### src/rtl/ldtu_pkg.sv
// Shared LiTe-DTU constants: word header codes, packer FSM encodings and word-type tags.
// Also imported by the output FIFO top and the packer bench.
package ldtu_pkg;

    localparam logic [1:0] HDR_BASE  = 2'b01;
    localparam logic [3:0] HDR_BPART = 4'b0010;
    localparam logic [5:0] HDR_SIG   = 6'b001010;
    localparam logic [5:0] HDR_SIG1  = 6'b001011;
    localparam logic [3:0] HDR_TRL   = 4'b1101;

    localparam logic [1:0] ST_IDLE = 2'd0;
    localparam logic [1:0] ST_BASE = 2'd1;
    localparam logic [1:0] ST_SIG  = 2'd2;

    typedef enum logic [2:0] {
        W_BFULL,
        W_BPART,
        W_SIG,
        W_SIG1,
        W_TRL
    } word_type_t;

    function automatic logic [7:0] sat_inc8(input logic [7:0] v);
        return (v == 8'hFF) ? v : v + 8'd1;
    endfunction

endpackage

### src/rtl/ldtu_sample_packer_if.sv
// Sample stream in, FIFO-facing word stream out, plus loss status.
// The sample source / FIFO side uses master; the packer uses slave.
interface ldtu_sample_packer_if;

    logic        sample_valid;
    logic [12:0] sample_in;
    logic        flush;
    logic        full_signal;
    logic [31:0] data_out_32;
    logic        write_signal;
    logic        overflow;
    logic [7:0]  drop_cnt;

    modport master (
        output sample_valid, sample_in, flush, full_signal,
        input  data_out_32, write_signal, overflow, drop_cnt
    );

    modport slave (
        input  sample_valid, sample_in, flush, full_signal,
        output data_out_32, write_signal, overflow, drop_cnt
    );

endinterface

### src/rtl/ldtu_pack_word.sv
// Combinational formatter: held samples plus a word-type tag -> one 32-bit output word.
module ldtu_pack_word
    import ldtu_pkg::*;
(
    input  word_type_t  word_type,
    input  logic [29:0] base_bus,   // five 6-bit samples, oldest in [5:0]
    input  logic [2:0]  n,
    input  logic [12:0] sig_a,
    input  logic [12:0] sig_b,
    input  logic [7:0]  trl_id,
    input  logic [11:0] trl_words,
    input  logic [7:0]  trl_drops,
    output logic [31:0] word
);

    logic [23:0] part;

    always_comb begin
        // NOTE: every combinational output gets a default first so no path infers a latch.
        part = '0;
        for (int i = 0; i < 4; i++) begin
            if (3'(i) < n) part[i*6 +: 6] = base_bus[i*6 +: 6];
        end

        word = '0;
        case (word_type)
            W_BFULL: word = {HDR_BASE, base_bus};
            W_BPART: word = {HDR_BPART, 1'b0, n, part};
            W_SIG:   word = {HDR_SIG, sig_b, sig_a};
            W_SIG1:  word = {HDR_SIG1, 13'd0, sig_a};
            W_TRL:   word = {HDR_TRL, trl_id, trl_words, trl_drops};
            default: word = '0;
        endcase
    end

endmodule

### src/rtl/ldtu_sample_packer.sv
// Packs gain-selected 13-bit samples into 32-bit baseline/signal/trailer words for the output FIFO,
// closing every FRAME_SAMPLES samples with a trailer and accounting for words lost on FIFO full.
module ldtu_sample_packer
    import ldtu_pkg::*;
#(
    parameter int FRAME_SAMPLES = 100,
    parameter int BASE_MAX      = 63
)
(
    input  logic                 CLK,
    input  logic                 reset,
    ldtu_sample_packer_if.slave  bus
);

    localparam logic [11:0] LAST_IDX = 12'(FRAME_SAMPLES - 1);
    localparam logic [12:0] BASE_LIM = 13'(BASE_MAX);

    logic [1:0]       state;
    logic [2:0]       base_cnt;
    logic [3:0][5:0]  base_hold;
    logic [12:0]      sig_hold;
    logic [11:0]      frame_cnt, frame_words, trl_words;
    logic [7:0]       frame_id, trl_id, frame_drops, trl_drops;
    logic             trailer_pend, single_pend, defer_valid;
    logic [31:0]      single_word, defer_word, data_q;
    logic             write_q, out_old, out_trl, overflow_q;
    logic [7:0]       drop_q;

    logic       run, accept, is_base, frame_last, frame_end;
    logic [1:0] state_nxt;
    logic [2:0] cnt_nxt, new_n;
    logic       new_valid, split, incl_cur, hold_sig, add_base;
    word_type_t new_type;
    logic [12:0] sig_a;
    logic [29:0] base_bus;
    logic [31:0] new_word, single_fmt, trl_word, load_word;
    logic [11:0] words_add;
    logic       drop_now, to_frame, to_trl;
    logic [7:0] frame_drops_cur, trl_drops_cur;
    logic       load, load_old, load_trl, take_new;

    assign run        = bus.flush;
    assign accept     = bus.sample_valid & run;
    assign is_base    = bus.sample_in <= BASE_LIM;
    assign frame_last = frame_cnt == LAST_IDX;
    assign frame_end  = accept & frame_last;

    always_comb begin
        state_nxt = state;
        cnt_nxt   = base_cnt;
        new_valid = 1'b0;
        new_type  = W_BFULL;
        new_n     = base_cnt;
        split     = 1'b0;
        incl_cur  = 1'b0;
        hold_sig  = 1'b0;
        add_base  = 1'b0;
        sig_a     = sig_hold;
        if (accept) begin
            case (state)
                ST_IDLE: begin
                    if (is_base) begin
                        incl_cur = 1'b1;
                        if (frame_last) begin
                            new_valid = 1'b1; new_type = W_BPART; new_n = 3'd1;
                        end else begin
                            state_nxt = ST_BASE; cnt_nxt = 3'd1; add_base = 1'b1;
                        end
                    end else if (frame_last) begin
                        new_valid = 1'b1; new_type = W_SIG1; sig_a = bus.sample_in;
                    end else begin
                        state_nxt = ST_SIG; hold_sig = 1'b1;
                    end
                end
                ST_BASE: begin
                    if (is_base) begin
                        incl_cur = 1'b1;
                        if (base_cnt == 3'd4) begin
                            new_valid = 1'b1; state_nxt = ST_IDLE; cnt_nxt = 3'd0;
                        end else if (frame_last) begin
                            new_valid = 1'b1; new_type = W_BPART; new_n = base_cnt + 3'd1;
                            state_nxt = ST_IDLE; cnt_nxt = 3'd0;
                        end else begin
                            cnt_nxt = base_cnt + 3'd1; add_base = 1'b1;
                        end
                    end else begin
                        new_valid = 1'b1; new_type = W_BPART; cnt_nxt = 3'd0;
                        // On the frame's last sample the new signal sample leaves as its own single word.
                        if (frame_last) begin
                            split = 1'b1; state_nxt = ST_IDLE;
                        end else begin
                            state_nxt = ST_SIG; hold_sig = 1'b1;
                        end
                    end
                end
                ST_SIG: begin
                    new_valid = 1'b1; new_type = W_SIG; state_nxt = ST_IDLE;
                end
                default: begin
                    state_nxt = ST_IDLE; cnt_nxt = 3'd0;
                end
            endcase
        end
    end

    always_comb begin
        base_bus = {6'd0, base_hold};
        for (int i = 0; i < 5; i++) begin
            if (incl_cur && base_cnt == 3'(i)) base_bus[i*6 +: 6] = bus.sample_in[5:0];
        end
    end

    assign words_add = {11'd0, new_valid} + {11'd0, split};

    // A drop is charged to the frame its word belongs to; words emitted at a frame end belong to the closing frame.
    assign drop_now        = write_q & bus.full_signal;
    assign to_frame        = drop_now & ~out_trl & ~out_old;
    assign to_trl          = drop_now & ~out_trl & out_old;
    assign frame_drops_cur = to_frame ? sat_inc8(frame_drops) : frame_drops;
    assign trl_drops_cur   = to_trl ? sat_inc8(trl_drops) : trl_drops;

    ldtu_pack_word u_data (
        .word_type(new_type), .base_bus(base_bus), .n(new_n), .sig_a(sig_a), .sig_b(bus.sample_in),
        .trl_id(8'd0), .trl_words(12'd0), .trl_drops(8'd0), .word(new_word)
    );

    ldtu_pack_word u_single (
        .word_type(W_SIG1), .base_bus(30'd0), .n(3'd0), .sig_a(bus.sample_in), .sig_b(13'd0),
        .trl_id(8'd0), .trl_words(12'd0), .trl_drops(8'd0), .word(single_fmt)
    );

    ldtu_pack_word u_trl (
        .word_type(W_TRL), .base_bus(30'd0), .n(3'd0), .sig_a(13'd0), .sig_b(13'd0),
        .trl_id(trl_id), .trl_words(trl_words), .trl_drops(trl_drops_cur), .word(trl_word)
    );

    // Older pending words go out first; a fresh word that loses the slot waits one cycle in the defer register.
    always_comb begin
        load      = 1'b1;
        load_old  = 1'b0;
        load_trl  = 1'b0;
        take_new  = 1'b0;
        load_word = new_word;
        if (single_pend) begin
            load_word = single_word; load_old = 1'b1;
        end else if (trailer_pend) begin
            load_word = trl_word; load_trl = 1'b1;
        end else if (defer_valid) begin
            load_word = defer_word;
        end else if (new_valid) begin
            take_new = 1'b1; load_old = frame_end;
        end else begin
            load = 1'b0;
        end
    end

    // NOTE: all state below uses non-blocking assignments so every register samples pre-edge values.
    always_ff @(posedge CLK or posedge reset) begin
        if (reset) begin
            state <= ST_IDLE;       base_cnt <= '0;       base_hold <= '0;    sig_hold <= '0;
            frame_cnt <= '0;        frame_words <= '0;    trl_words <= '0;
            frame_id <= '0;         trl_id <= '0;         frame_drops <= '0;  trl_drops <= '0;
            trailer_pend <= 1'b0;   single_pend <= 1'b0;  defer_valid <= 1'b0;
            single_word <= '0;      defer_word <= '0;     data_q <= '0;
            write_q <= 1'b0;        out_old <= 1'b0;      out_trl <= 1'b0;
            overflow_q <= 1'b0;     drop_q <= '0;
        end else if (!run) begin
            state <= ST_IDLE;       base_cnt <= '0;
            frame_cnt <= '0;        frame_words <= '0;    frame_id <= '0;     frame_drops <= '0;
            trailer_pend <= 1'b0;   single_pend <= 1'b0;  defer_valid <= 1'b0;
            write_q <= 1'b0;        out_old <= 1'b0;      out_trl <= 1'b0;
            overflow_q <= 1'b0;     drop_q <= '0;
        end else begin
            state    <= state_nxt;
            base_cnt <= cnt_nxt;
            if (add_base) base_hold[base_cnt[1:0]] <= bus.sample_in[5:0];
            if (hold_sig) sig_hold <= bus.sample_in;

            write_q <= load;
            out_old <= load_old;
            out_trl <= load_trl;
            if (load) data_q <= load_word;

            if (single_pend) single_pend <= 1'b0;
            else if (trailer_pend) trailer_pend <= 1'b0;
            if (new_valid && !take_new) begin
                defer_valid <= 1'b1;
                defer_word  <= new_word;
            end else if (defer_valid && !single_pend && !trailer_pend) begin
                defer_valid <= 1'b0;
            end
            if (split) begin
                single_pend <= 1'b1;
                single_word <= single_fmt;
            end

            if (drop_now) begin
                overflow_q <= 1'b1;
                drop_q     <= sat_inc8(drop_q);
            end

            if (frame_end) begin
                frame_cnt    <= '0;
                frame_id     <= frame_id + 8'd1;
                trl_id       <= frame_id;
                trl_words    <= frame_words + words_add;
                trl_drops    <= frame_drops_cur;
                frame_words  <= '0;
                frame_drops  <= '0;
                trailer_pend <= 1'b1;
            end else begin
                if (accept) frame_cnt <= frame_cnt + 12'd1;
                frame_words <= frame_words + words_add;
                frame_drops <= frame_drops_cur;
                trl_drops   <= trl_drops_cur;
            end
        end
    end

    assign bus.data_out_32  = data_q;
    assign bus.write_signal = write_q;
    assign bus.overflow     = overflow_q;
    assign bus.drop_cnt     = drop_q;

endmodule

### src/flat_wrapper.sv
// flat-port wrapper written by rule: the top's interface ports become plain ports
module ldtu_sample_packer_flat import ldtu_pkg::*;
#(
    parameter int FRAME_SAMPLES = 100,
    parameter int BASE_MAX      = 63
)
  (CLK, reset, bus_sample_valid, bus_sample_in, bus_flush, bus_full_signal, bus_data_out_32, bus_write_signal, bus_overflow, bus_drop_cnt);
  ldtu_sample_packer_if bus_i ();
  input  logic CLK;
  input  logic reset;
  input wire logic [$bits(bus_i.sample_valid)-1:0] bus_sample_valid;
  input wire logic [$bits(bus_i.sample_in)-1:0] bus_sample_in;
  input wire logic [$bits(bus_i.flush)-1:0] bus_flush;
  input wire logic [$bits(bus_i.full_signal)-1:0] bus_full_signal;
  output wire logic [$bits(bus_i.data_out_32)-1:0] bus_data_out_32;
  output wire logic [$bits(bus_i.write_signal)-1:0] bus_write_signal;
  output wire logic [$bits(bus_i.overflow)-1:0] bus_overflow;
  output wire logic [$bits(bus_i.drop_cnt)-1:0] bus_drop_cnt;
  assign bus_i.sample_valid = bus_sample_valid;
  assign bus_i.sample_in = bus_sample_in;
  assign bus_i.flush = bus_flush;
  assign bus_i.full_signal = bus_full_signal;
  assign bus_data_out_32 = bus_i.data_out_32;
  assign bus_write_signal = bus_i.write_signal;
  assign bus_overflow = bus_i.overflow;
  assign bus_drop_cnt = bus_i.drop_cnt;
  ldtu_sample_packer #(.FRAME_SAMPLES(FRAME_SAMPLES), .BASE_MAX(BASE_MAX)) u_core (.CLK(CLK), .reset(reset), .bus(bus_i));
endmodule
### config.mk
export PLATFORM = sky130hd
export DESIGN_NAME = ldtu_sample_packer_flat
export DESIGN_NICKNAME = d
export VERILOG_FILES = /design/src/rtl/ldtu_pkg.sv /design/src/rtl/ldtu_sample_packer_if.sv /design/src/rtl/ldtu_pack_word.sv /design/src/rtl/ldtu_sample_packer.sv /design/src/flat_wrapper.sv
export SDC_FILE = /design/constraint.sdc
export NUM_CORES = 1
export LEC_CHECK = 0
export CELL_PAD_IN_SITES_DETAIL_PLACEMENT = 0
export CELL_PAD_IN_SITES_GLOBAL_PLACEMENT = 2
export CORE_MARGIN = 2
export CORE_UTILIZATION = 40
export DETAILED_ROUTE_END_ITERATION = 7
export GPL_TIMING_DRIVEN = 0
export HOLD_SLACK_MARGIN = 0.02
export PLACE_DENSITY_LB_ADDON = 0.1
export SYNTH_ARGS = -nofsm -noshare
export SYNTH_HDL_FRONTEND = slang
export SYNTH_HIERARCHICAL = 1
export SYNTH_SLANG_ARGS = --single-unit
### constraint.sdc
create_clock -name CLK -period 9.7 [get_ports CLK]
set_clock_uncertainty 0.15 [all_clocks]
set_input_delay 1.94 -clock CLK [delete_from_list [all_inputs] [get_ports CLK]]
set_output_delay 1.94 -clock CLK [all_outputs]
set_load 0.05 [all_outputs]
==> flow_summary.json, run 1 <==
{
  "leakagePower_nw": 7.45,
  "grt_pass1_wl_mm": 60.2,
  "ctsRootBufferMaster": "clkbuf_16",
  "maxSlewHeadroom_pct": 45.2,
  "io_buffers": 59,
  "critPathSlowestCell": "clkdlybuf4s50_1",
  "hp-class": "register to register",
  "r2r_slack_ns": 5.51,
  "synth_most_common_cell": "dfrtp_1",
  "synth_top_area_cell": "dfrtp_1",
  "h-tree-depth": 1,
  "ys_seq_elements": 221,
  "r2r_cells": 13,
  "r2r-end": "u_core/bus.data_out_32[17]",
  "crit_required_ns": 10.04,
  "worstMarginPinSlew_ns": 0.815,
  "drc_errors": 0,
  "detail_route.first_pass.iterations": 4,
  "clk_latency_ns": 0.56,
  "core_sq_um": 32300,
  "hold_buffers": 0,
  "gp_congestion": 0.831,
  "start_util_pct": 40.3,
  "cp_data_arrival_time_ns": 5.75,
  "die_h_microns": 184,
  "final-setup-viol-count": 0,
  "p_int_mw": 1.80,
  "synth_ff_type": "dfrtp_1",
  "seqPwrFrac_pct": 39.8,
  "cts_inserted_buffers": 27,
  "synth_cell_type_count": 74,
  "holdWs_ns": 0.322,
  "globalRouteTotalUtil_pct": 23.2,
  "async_reset_ff_share_pct": 100,
  "cts_resized": 0,
  "io-pin-count": 60,
  "synthesis.area_sq_um": 13000,
  "fin_crit_sh_pct": 55.8,
  "switching_power_uw": 737,
  "num_rows": 66,
  "hold-path-cell-count": 2,
  "die_area_sq_um": 34000,
  "grt_overflow": 0,
  "path_max_fanout": 6,
  "wl_per_cell_microns": 18.9,
  "place_hpwl_mm": 29.0,
  "rsz0062_at_grt": "no",
  "crit_path_end": "u_core/bus.data_out_32[17]",
  "synth_area_leaders": "dfrtp_1, mux2_2, mux2i_1",
  "cp_num_buf_inv": 1,
  "fin_crit_ns": 5.41,
  "cts_setup_buffers": 0,
  "dr_total_vias": 10200,
  "postRouteAntennaNets": 0,
  "power_density_nw_per_um2": 160,
  "syn_inst": 1292,
  "fin_area_sq_um": 15900,
  "crit_chain": "clkdlybuf4s50_1 -> nor4_4 -> nand3_1 -> nor3_1 -> a32oi_1 -> o21ai_0 -> and2_1 -> o21a_1 -> a221o_1 -> mux2i_1 -> o21ai_0 -> mux2i_1 -> a21oi_1",
  "syn_to_final_growth_pct": 22.2,
  "share_comb_of_total_power_pct": 18.0,
  "final_util_pct": 49.2,
  "cp.depth": 13,
  "synth_area_per_cell_sq_um": 10.1,
  "synth_seq_area_share_pct": 42.5,
  "p_sw_share_pct": 29.0,
  "startpoint": "bus_sample_in[9]",
  "tns_ns": 0,
  "yosysTopAreaCellShare_pct": 42.5,
  "final_max_slew_viol_count": 0,
  "cts_tree": "done",
  "placed_area_sq_um": 14900,
  "clock_sinks": 221,
  "grt_pass1_vias": 10200,
  "clk_pin_slew_worst_paths_ns": 0.06,
  "synthTopCellsByCount": "dfrtp_1, mux2_2, nor2_1, nand2_1, mux2i_1",
  "die-width_microns": 184,
  "antenna_cells": 0,
  "synth-edff-count": 0,
  "hold_viol_final": 0,
  "grt_start_max_net_pins": 96,
  "startpoint_type": "primary input",
  "rr_startpoint": "u_core/frame_cnt[4]",
  "fill_cells": 3103,
  "avgViaCountPerCell": 5.01,
  "critPathMaxStageDelay_ns": 0.62,
  "status": "finished, final reports clean",
  "fin_nets": 1612,
  "fmax_mhz": 185,
  "clkPwrFrac_pct": 42.2,
  "yosysWarnings": 6,
  "cts_buffer_depth": 3,
  "crit_path_end_kind": "register",
  "drive_above_1_share_pct": 16.3,
  "crit_family": "compound AO/OA/AOI/OAI gates",
  "critPathKind": "primary input to register",
  "first_iter_violations": 547,
  "antenna_found_initial": 1,
  "drv_cap": 0,
  "peakVddDrop_uv": 120,
  "routed_wl_mm": 38.5
}
worst min path at each step:
stage	start	endpoint	slack, ns
2_1_floorplan	u_core/trl_id[2]	u_core/trl_id[2]	0.28
3_3_place_gp	u_core/trl_words[0]	u_core/trl_words[0]	0.31
3_5_place_dp	u_core/trl_words[0]	u_core/trl_words[0]	0.31
4_1_cts	u_core/trl_words[0]	u_core/trl_words[0]	0.32
5_1_grt	u_core/defer_word[31]	u_core/defer_word[31]	0.35
6_report	u_core/trl_words[0]	u_core/trl_words[0]	0.32
routing by layer:
layer	part of all wire [%]	global-route usage [%]
met1	47	31.7
met3	2.9	2.63
met5	0	0
met2	48	40.3
met4	1.4	3.87
through the flow:
step                power [mW]  instances  setup slack [ns]
global route              2.65       2042              4.11
detailed placement        1.48       1993              3.77
CTS                       2.57       2042              4.35
global placement          1.47       1991             -1.86
floorplan                 1.33       1490              1.56
finish                    2.54       2042              4.29
state kept, by name (all words and copies together) (netlist names):
signal                   count
u_core/base_cnt              3
u_core/base_hold            24
u_core/bus.data_out_32      32
u_core/bus.drop_cnt          8
u_core/bus.overflow          1
u_core/bus.write_signal      1
u_core/defer_valid           1
u_core/defer_word           32
u_core/frame_cnt            12
u_core/frame_drops           8
u_core/frame_id              8
u_core/frame_words          12
u_core/out_old               1
u_core/out_trl               1
u_core/sig_hold             13
u_core/single_pend           1
u_core/single_word          32
u_core/state                 2
u_core/trailer_pend          1
u_core/trl_drops             8
u_core/trl_id                8
u_core/trl_words            12
power by group through the flow:
stage	sequential, mW	clock, mW	combinational (mW)
after floorplan	1.15	0	0.174
after global placement	1.03	0	0.444
after detailed placement	1.03	0	0.449
after CTS	1.01	1.11	0.450
after global routing	1.02	1.14	0.494
final	1.01	1.07	0.457
logic make-up (layout without fill, tap and decap cells):
logic type / count (synthesis) / in the layout / synth area share, %
AOI/OAI and AO/OA: 304 / 304 / 16.3
xor gates and xnor gates: 30 / 30 / 2.02
adders and majority gates: 14 / 14 / 1.41
buffers and inverters: 105 / 215 / 3.92
DFF: 221 / 221 / 42.5
muxes: 218 / 218 / 18.2
other: 2 / 200 / 0.0578
and+or+nand+nor: 398 / 398 / 15.6
cells in the final DEF (no fill, tap or decap), types with 23 or more instances in the layout:
master           netlist  routed
buf_2                 35      35
nand2_1              116     116
and2_1                32      32
clkbuf_1              34      39
dfrtp_1              221     221
conb_1                 2     200
a221o_1               27      27
mux2_2               137     137
mux2i_1               76      76
o21ai_0               61      61
clkbuf_16              0      27
a21oi_1               70      70
a21o_1                36      36
nand3_1               23      23
nor2_1               117     117
a22o_1                37      37
clkdlybuf4s50_1        0      59
worst min-delay path: cells and delay by family, from the launching register on:
family	cells	cell delay, ns
flip-flops	1	0.34
AND/OR/NAND/NOR	2	0.10
final cells by class:
class                           instances  area (sq um)  area share (%)
Buffer                                 84           430            2.71
Clock buffer                           38           777            4.89
Clock inverter                         11           163            1.02
Inverter                               21          86.3           0.543
Multi-Input combinational cell       1164          7700            48.5
Sequential cell                       221          5530            34.8
Tap cell                              442           553            3.48
Timing Repair Buffer                   61           646            4.06
Note: power is estimated with default switching activity, not from simulation.
==> run 2: changes to the inputs <==
CORE_UTILIZATION = 37   (was 40)
clock period = 4.75 ns   (was 9.7 ns; I/O delays follow)
==> run 2 against run 1 <==
Effect of this change:
- register-to-register slack got worse by 5.1 ns
- critical path depth unchanged
- critical endpoint is now u_core/bus.data_out_32[22]
- largest power group unchanged
- global-route usage decreased by 1.4 points
- largest cell class unchanged
==> flow_summary.json, run 2 (same netlist as run 1, synthesis figures left out) <==
{
  "status": "finished, final reports clean",
  "fmax_mhz": 223,
  "maxSlewHeadroom_pct": 39.6,
  "wl_per_cell_microns": 19.1,
  "worstMarginPinSlew_ns": 0.899,
  "min_from": "u_core/trl_words[0]",
  "place_hpwl_mm": 30.2,
  "grt_pass1_vias": 10200,
  "final-setup-viol-count": 0,
  "hp-class": "register to register",
  "final_cell_mix": "dfrtp_1, conb_1, mux2_2, nor2_1, nand2_1",
  "critPathMaxStageDelay_ns": 0.76,
  "crit_chain": "clkdlybuf4s50_1 -> nor4_4 -> nand2_1 -> a21oi_1 -> nor3_1 -> nor2b_2 -> buf_2 -> a21oi_1 -> o21ai_0 -> mux2i_1 -> o21ai_0 -> mux2i_1 -> a21oi_1",
  "clk_pin_slew_worst_paths_ns": 0.06,
  "rsz0062_at_grt": "no",
  "tns_ns": 0,
  "hold_buffers": 0,
  "final_util_pct": 46.3,
  "final_max_slew_viol_count": 0,
  "io_buffers": 59,
  "placed_area_sq_um": 15000,
  "drc_errors": 0,
  "cp_data_arrival_time_ns": 4.80,
  "dr_total_vias": 10300,
  "clock_sinks": 221,
  "first_iter_violations": 539,
  "grt_overflow": 0,
  "path_max_fanout": 10,
  "hold-path-cell-count": 2,
  "drv_cap": 0,
  "cts_buffer_depth": 3,
  "cts_inserted_buffers": 28,
  "power_mw": 5.17,
  "grt_pass1_wl_mm": 61.1,
  "power_density_nw_per_um2": 323,
  "cts_tree": "done",
  "r2r_cells": 13,
  "antenna_found_initial": 0,
  "cpMostUsedCell": "a21oi_1",
  "drive_above_1_share_pct": 16.6,
  "num_rows": 68,
  "io-pin-count": 60,
  "crit_required_ns": 5.07,
  "gp_congestion": 0.829,
  "fin_area_sq_um": 16000,
  "clk_latency_ns": 0.55,
  "grt_start_max_net_pins": 39,
  "core_sq_um": 34500,
  "startpoint": "bus_sample_in[9]",
  "startpoint_type": "primary input",
  "holdWs_ns": 0.319,
  "detail_route.first_pass.iterations": 4,
  "critPathKind": "primary input to register",
  "peakVddDrop_uv": 268,
  "leakagePower_nw": 7.48,
  "die_area_sq_um": 36700,
  "fin_crit_ns": 4.48,
  "globalRouteTotalUtil_pct": 21.9,
  "die_h_microns": 191,
  "fin_crit_sh_pct": 94.3,
  "critPathSlowestCell": "clkdlybuf4s50_1",
  "rr_startpoint": "u_core/frame_cnt[4]",
  "postRouteAntennaNets": 0,
  "cts_resized": 0,
  "final_common_cell": "dfrtp_1",
  "cts_setup_buffers": 0,
  "ctsRootBufferMaster": "clkbuf_16",
  "fin_nets": 1618,
  "die-width_microns": 191,
  "avgViaCountPerCell": 4.98,
  "crit_path_end_kind": "register",
  "hold_viol_final": 0,
  "routed_wl_mm": 39.3,
  "start_util_pct": 37.6,
  "h-tree-depth": 1,
  "syn_to_final_growth_pct": 23.0
}
## run 2: cell count changes in the layout (fill, tap and decap cells not counted), sizes merged
cell and change:
clkinvlp +2, buf +5, clkinv -2, inv -1
diode +1, bufinv -2, clkbuf +5
## run 2: worst max-delay path, delay by kind of cell
kind            cells  cell delay [ns]
compound gates      5             1.21
buf+inv             2             1.11
mux                 2             0.26
simple gates        4             1.25
## run 2: path summary, 6_finish.rpt
| kind | endpoint | slack (ns) |
|---|---|---|
| min in group asynchronous | u_core/frame_cnt[8] | 0.57 |
| hold reg to reg | u_core/trl_words[0] | 0.32 |
| hold / removal | u_core/trl_words[0] | 0.32 |
| setup / recovery | u_core/bus.data_out_32[22] | 0.27 |
| setup reg to reg | u_core/bus.data_out_32[22] | 0.41 |
| max in group asynchronous | u_core/bus.data_out_32[31] | 2.99 |
## run 2: power breakdown
group          internal (mW)  switching [mW]
combinational          0.336           0.607
sequential              2.00          0.0651
clock                   1.33           0.829
total                   3.67            1.50
## run 2: per-layer routing
layer	GRT usage (%)	wire length, microns	vias to the layer above
li1	-	-	5105
met1	30.0	18600	4982
met2	37.1	18700	143
met3	2.28	1080	47
met4	5.09	914	0
met5	0	0	-
## run 2: per-stage QoR
step / std cells / setup WS [ns]
floorplan: 1490 / 0.768
global placement: 2004 / -1.21
detailed placement: 2011 / -0.270
CTS: 2062 / 0.303
global route: 2062 / 0.0955
finish: 2063 / 0.271
## run 2: final cells by class
| type | count | area, sq um |
|---|---|---|
| Antenna cell | 1 | 2.50 |
| Buffer | 84 | 430 |
| Clock buffer | 43 | 848 |
| Clock inverter | 8 | 96.3 |
| Fill cell | 3395 | 18500 |
| Inverter | 21 | 82.6 |
| Multi-Input combinational cell | 1164 | 7700 |
| Sequential cell | 221 | 5530 |
| Tap cell | 455 | 569 |
| Timing Repair Buffer | 66 | 731 |
